$ cat src/rtl/fifo_byte_unpacker_pkg.sv
// fifo_byte_unpacker_pkg
//   Shared definitions for the word-to-byte unpacker: byte width and the
//   2-bit encoding of the control FSM states.
package fifo_byte_unpacker_pkg;

    localparam int BYTE_W = 8;

    localparam logic [1:0] ST_IDLE  = 2'd0;
    localparam logic [1:0] ST_FETCH = 2'd1;
    localparam logic [1:0] ST_LOAD  = 2'd2;
    localparam logic [1:0] ST_SEND  = 2'd3;

    typedef enum logic [1:0] {
        IDLE  = ST_IDLE,
        FETCH = ST_FETCH,
        LOAD  = ST_LOAD,
        SEND  = ST_SEND
    } state_t;

endpackage

$ cat src/rtl/fifo_byte_unpacker.sv
// fifo_byte_unpacker
//   Pops no_bits-wide words from an upstream FIFO and streams them out one
//   byte at a time over a valid/ready handshake.
//
//   Parameters
//     no_bits    word width of the FIFO (multiple of 8, at least 16)
//     lsb_first  1: byte [7:0] goes out first; 0: top byte goes out first
//
//   Ports
//     clk         clock, all state on the rising edge
//     reset       asynchronous active-low reset
//     en          allows a new word fetch to start
//     fifo_empty  upstream FIFO empty flag
//     fifo_d_out  upstream FIFO read data (valid the cycle after the pop)
//     fifo_cs     FIFO chip select, high only in the pop cycle
//     fifo_rd_en  FIFO pop strobe
//     byte_out    byte presented downstream
//     byte_valid  byte_out is valid
//     byte_ready  downstream accepts byte_out this cycle
//     byte_last   byte_out is the final byte of the word
//     busy        FSM is not idle
module fifo_byte_unpacker
    import fifo_byte_unpacker_pkg::*;
#(
    parameter int no_bits   = 32,
    parameter int lsb_first = 1
) (
    input  logic               clk,
    input  logic               reset,
    input  logic               en,
    input  logic               fifo_empty,
    input  logic [no_bits-1:0] fifo_d_out,
    output logic               fifo_cs,
    output logic               fifo_rd_en,
    output logic [BYTE_W-1:0]  byte_out,
    output logic               byte_valid,
    input  logic               byte_ready,
    output logic               byte_last,
    output logic               busy
);

    localparam int              N        = no_bits / BYTE_W;
    localparam int              IDX_W    = $clog2(N);
    localparam logic [IDX_W-1:0] LAST_IDX = IDX_W'(N - 1);

    state_t             r_state;
    logic [no_bits-1:0] r_word;
    logic [IDX_W-1:0]   r_idx;

    logic               w_start;
    logic               w_at_last;
    logic [IDX_W-1:0]   w_sel;
    logic [BYTE_W-1:0]  w_bytes [N];

    assign w_start   = en && !fifo_empty;
    assign w_at_last = (r_idx == LAST_IDX);

    // Control FSM, word register and byte index. The word is captured in
    // LOAD because the FIFO presents its data one cycle after the pop.
    always_ff @(posedge clk or negedge reset) begin
        if (!reset) begin
            r_state <= IDLE;
            r_word  <= '0;
            r_idx   <= '0;
        end else begin
            case (r_state)
                IDLE: begin
                    if (w_start) begin
                        r_state <= FETCH;
                    end
                end
                FETCH: begin
                    r_state <= LOAD;
                end
                LOAD: begin
                    r_word  <= fifo_d_out;
                    r_idx   <= '0;
                    r_state <= SEND;
                end
                SEND: begin
                    if (byte_ready) begin
                        if (w_at_last) begin
                            // Chain straight into the next word when possible
                            // so back-to-back words cost N+2 cycles each.
                            r_state <= w_start ? FETCH : IDLE;
                        end else begin
                            r_idx <= r_idx + 1'b1;
                        end
                    end
                end
                default: begin
                    r_state <= IDLE;
                end
            endcase
        end
    end

    // Slice the word register into bytes once; the output mux indexes this.
    genvar gi;
    generate
        for (gi = 0; gi < N; gi++) begin : g_bytes
            assign w_bytes[gi] = r_word[gi*BYTE_W +: BYTE_W];
        end
    endgenerate

    // Reversing the index rather than the word keeps a single mux for both
    // byte orders.
    assign w_sel = (lsb_first != 0) ? r_idx : (LAST_IDX - r_idx);

    // All outputs decode from registered state only; reset zeroes the state,
    // word and index, so every output reads 0 while reset is held.
    assign byte_out   = w_bytes[w_sel];
    assign byte_valid = (r_state == SEND);
    assign byte_last  = (r_state == SEND) && w_at_last;
    assign fifo_cs    = (r_state == FETCH);
    assign fifo_rd_en = (r_state == FETCH);
    assign busy       = (r_state != IDLE);

endmodule
$ cat config.mk
export PLATFORM = sky130hd
export DESIGN_NAME = fifo_byte_unpacker
export DESIGN_NICKNAME = d
export VERILOG_FILES = /design/src/rtl/fifo_byte_unpacker_pkg.sv /design/src/rtl/fifo_byte_unpacker.sv
export SDC_FILE = /design/constraint.sdc
export NUM_CORES = 1
export LEC_CHECK = 0
export CAP_MARGIN = 20
export CORE_MARGIN = 4
export CORE_UTILIZATION = 55
export CTS_CLUSTER_DIAMETER = 100
export DETAILED_ROUTE_END_ITERATION = 7
export DONT_BUFFER_PORTS = 1
export PLACE_DENSITY = 0.78
export SYNTH_ARGS = -nofsm -noshare
export SYNTH_HDL_FRONTEND = slang
export SYNTH_SLANG_ARGS = --single-unit
$ cat constraint.sdc
create_clock -name clk -period 2.4 [get_ports clk]
set_clock_uncertainty 0.2 [all_clocks]
set_input_delay 0.6 -clock clk [delete_from_list [all_inputs] [get_ports clk]]
set_output_delay 0.6 -clock clk [all_outputs]
set_load 0.02 [all_outputs]
# After elaboration in Yosys (flattened, before gate mapping)
# Index checks and enable logic that the tools add are counted.
[classes] n_addsub=1 order_cmp=1 n_eq_ne=8 mux=11 bitwise=1 n_reduce_logical=8
[ops] operator="$bmux 8 s2" count=1
[ops] operator="$mux 8" count=2
[ops] operator="$mux 2" count=5
[ops] operator="$pmux 2 s4" count=1
[ops] operator="$eq 2x2->1 const B" count=3
[ops] operator="$reduce_and 3->1" count=2
[ops] operator="$ne 2x1->1 const B" count=2
[ops] operator="$ne 2x2->1 const B" count=2
[ops] operator="$pmux 2 s2" count=1
[ops] operator="$reduce_bool 2->1" count=2
[ops] operator="$ge 3x3->1 const B" count=1
[ops] operator="$not 2->3" count=1
[ops] operator="$add 2x1->2 const B" count=1
[ops] operator="$eq 2x1->1 const B" count=1
[ops] operator="$logic_and 1x1->1" count=2
[ops] operator="$logic_not 2->1" count=1
[ops] operator="$logic_not 1->1" count=1
[ops] operator="$mux 1" count=1
[totals] register_bits=36 in_bits=37 output_inout_bits=13 wordCells=33

# Depth between registers and ports, before layout
[depth] depth_word=6 depth_mapped=5 depth_no_buf=5

# Worst setup path after synthesis
# OpenSTA, ideal clock, no wires.
[synth_path] path_kind="reg-to-output" start="reg r_idx[0]" end="out byte_out[1]" arrival_ns=1.151 slack_ns=0.449 stages_incl_launch_ff=3 n_path_buf=1 cell_sequence="dfrtp_1 > buf_6 > mux4_1"
[synth_between] elab_chain_len=4
[synth_lines] item="start, declared" line_no="fifo_byte_unpacker.sv:48" rtl="logic [IDX_W-1:0] r_idx;"
[synth_lines] item="start signal, assigned" line_no="fifo_byte_unpacker.sv:87" rtl="r_idx <= r_idx + 1'b1;"
[synth_lines] item="$not 2->3 (not written as such)" line_no="fifo_byte_unpacker.sv:112" rtl="assign byte_out = w_bytes[w_sel];"
[synth_lines] item="$bmux 8 s2" line_no="fifo_byte_unpacker.sv:112"
[synth_lines] item="$mux 8 (not written as such) (2 in a row)" line_no="fifo_byte_unpacker.sv:112"
[synth_lines] item="end, declared" line_no="fifo_byte_unpacker.sv:35" rtl="output logic [BYTE_W-1:0] byte_out,"
# Every way passes these cells. The select of a mux whose other input is x is not followed.

# Worst setup path after layout
# Ends and elaborated chain as after synthesis.

==> metrics.csv <==
stage,metric,value,unit
logic_synthesis,synth_edf_count,0,
sta,period_share,97.2,%
critical_path,cp_max_fo,5,
critical_path,rr_startpoint,r_state[0]$_DFFE_PN0P_,
critical_path,crit_start,r_idx[0]$_DFFE_PN0P_,
place,place.gp.congestion,0.846,
logic_synthesis,synth_area,0.00180,mm2
clocking,htree_levels,2,
logic_synthesis,synth_common_cells,"dfrtp_1 (36), mux2_2 (33), ha_1 (7)",
routing,drt.antenna.violating_nets,0,
critical_path,slowest_delay,0.68,ns
pwr,p_clk_share,14.6,%
routing,wl_met1,1200,um
logic_synthesis,avgSynthCellArea,16.2,um2
place,place_inst,150,
floorplanning,io_pins,50,
floorplanning,die-height,65.2,um
clocking,cts_inserted_buffers,5,
pwr,seq_power_share,38.8,%
clocking,clock_sinks,36,
clocking,clockRootBuffer,clkbuf_4,
clocking,clk_pin_slew,0.11,ns
critical_path,arrival,1.53,ns
logic_synthesis,syn_inst,111,
clocking,insertion_delay,0.32,ns
grt,grt_max_degree,37,
run_status,outcome,completed,
logic_synthesis,synth_top_area_share,50.1,%
grt,antenna_found_initial,0,
routing,dr_wl_met3,224,um
cells_and_area,nets,162,
critical_path,slowest_stage,mux4_1,
sta,tns,0,ns
routing,vias_per_cell,5.72,
critical_path,crit_type,flip-flop to primary output,
cells_and_area,areaGrowthSynthToFinish,8.21,%
worst_hold_path,hold_path.class,input port to flip-flop,
logic_synthesis,ys_warn_count,0,
critical_path,start_kind,flip-flop,
floorplanning,core-area,0.00308,mm2
critical_path,crit_required,1.60,ns
grt,grt_overflow_total,0,
sta,fin_crit,2.33,ns
logic_synthesis,seq_area_frac_synth,50.1,%
floorplanning,initial_utilization,58.4,%
pwr,power.leakage,0.831,nW
logic_synthesis,synthArstFlopShare,100,%
job,max_cap_viol_count,0,
logic_synthesis,synth_top_cell_by_area,dfrtp_1,
cells_and_area,num_antenna_cells,0,
worst_hold_path,worstHoldStart,fifo_d_out[20],
grt,grt_use_total,16.5,%
routing,wl_met2,1590,um
sta,slew_viol_final,0,
cells_and_area,final_cell_count_no_fill,163,
routing,drt-initial-drc-count,26,
routing,vias,932,
pwr,p_int,1.85,mW
critical_path,critPathCaptureType,primary output,
clocking,cts_tree,done,
routing,wl_per_cell,18.7,um
routing,firstDrtPassIters,3,
cells_and_area,layout-drive-gt1-share,48.7,%
clocking,clockBufferDepth,2,
critical_path,cp_cell_sequence,buf_4 -> mux4_1,
floorplanning,dieArea,0.00425,mm2
sta,fmax,0.429,GHz
logic_synthesis,synth_most_common_cell,dfrtp_1,
sta,hold_violations,0,
logic_synthesis,ys_ff_latch,36,
logic_synthesis,synth_area_leaders,"dfrtp_1 (50%), mux2_2 (21%), mux4_1 (8.8%)",
sta,slew_headroom,73.2,%
floorplanning,die_x,65.2,um
place,dp_hpwl,2250,um
logic_synthesis,syn_nets,155,
pwr,switching_share,34.4,%
grt,grt_pass1_vias,1136,
logic_synthesis,ys_types,24,
place,port_buffers,0,
cells_and_area,num-fill-cells,247,
sta,setup_viol,0,
pwr,pwr-share-comb,46.7,%
logic_synthesis,synth-main-ff-cell,dfrtp_1,
sta,worst_pin_slew,0.403,ns
grt,grt_pass1_wl,5210,um
routing,route.detailed.drc,0,
pwr,power_density,1450,mW/mm2
pwr,max-vdd-ir-drop,0.700,mV
sta,rsz0062_at_grt,yes,
routing,routed.top_layer,met4,
routing,totalWireLength,3050,um
floorplanning,rows,20,
pwr,netSwitchingPower,969,uW
[cell families (layout without fill, tap and decap cells)]
group,after synthesis,after routing,share of synthesized area [%]
multiplexers,44,44,33.9
AND/OR/NAND/NOR,8,8,3.34
adder cells (fa/ha/maj),7,7,4.87
AO/OA/AOI/OAI,4,4,3.97
buffers and inverters,12,20,3.83
flip-flops,36,36,50.1
[final timing paths]
path / depth (start not counted) / slack, ns / end
worst max-delay path: 2 / 0.07 / byte_out[1]
worst min-delay path: 1 / 0.21 / r_word[20]$_DFFE_PN0N_
worst max register to register: 4 / 0.47 / r_state[1]$_DFFE_PN0P_
worst min register to register: 1 / 0.31 / r_word[21]$_DFFE_PN0N_
max in group asynchronous: 2 / 1.30 / r_idx[1]$_DFFE_PN0P_
min in group asynchronous: 2 / 0.50 / r_word[30]$_DFFE_PN0N_
[cell type report]
| cell class | instances | area (um2) | share of cell area [%] |
|---|---|---|---|
| well taps | 44 | 55.1 | 2.83 |
| clock inverters | 2 | 35.0 | 1.80 |
| multi-input cells | 63 | 825 | 42.4 |
| inverters | 5 | 18.8 | 0.965 |
| clock buffers | 6 | 41.3 | 2.12 |
| repair buffers | 7 | 67.6 | 3.47 |
| flip-flops and latches | 36 | 903 | 46.4 |
[critical path, delay by kind of cell, from the launching register on]
| family | cells | cell delay (ns) |
|---|---|---|
| muxes | 1 | 0.68 |
| DFF | 1 | 0.37 |
| buffers and inverters | 1 | 0.16 |
[flip-flops by register name, summed over array words and instances, names as in the netlist]
signal	cells
r_state	2
r_idx	2
r_word	32
[through the flow]
stage	cell area, um2	utilization (%)	total power [mW]	worst slack [ns]	hold slack [ns]
after floorplan	1800	-	2.23	0.449	0.104
after detailed placement	1820	59.1	2.40	0.153	0.105
after CTS	1950	63.3	2.85	0.0334	0.191
after global routing	1950	63.2	3.02	-0.00596	0.172
after global placement	1820	59.1	2.32	0.164	0.105
final	1950	63.2	2.82	0.0671	0.208
[power by group through the flow]
stage / logic (mW) / clock network [mW] / registers [mW]
finish: 1.31 / 0.410 / 1.09
global route: 1.43 / 0.462 / 1.13
CTS: 1.34 / 0.425 / 1.09
detailed placement: 1.27 / 0 / 1.13
global placement: 1.22 / 0 / 1.11
floorplan: 1.20 / 0 / 1.03
[metal layers]
layer,global-route usage (%),up-vias
li1,-,416
met1,18.0,480
met2,28.1,31
met3,7.86,5
met4,5.44,0
met5,0,-
[cells in the final DEF, fill, tap and decap left out, drive strengths merged, types with 2 or more instances in the layout]
master	n
dfrtp	36
mux2	34
mux4	8
ha	7
clkbuf	6
buf	6
inv	5
mux2i	2
nor2b	2
and2b	2
[timing repair]
item,4_1_cts,5_1_grt
hold buffers,2,0
setup buffers,3,0
resized for setup,1,2
hold endpoints to repair,36,0
endpoints found under the setup margin,9,3
Note: power is estimated with default switching activity, not from simulation.
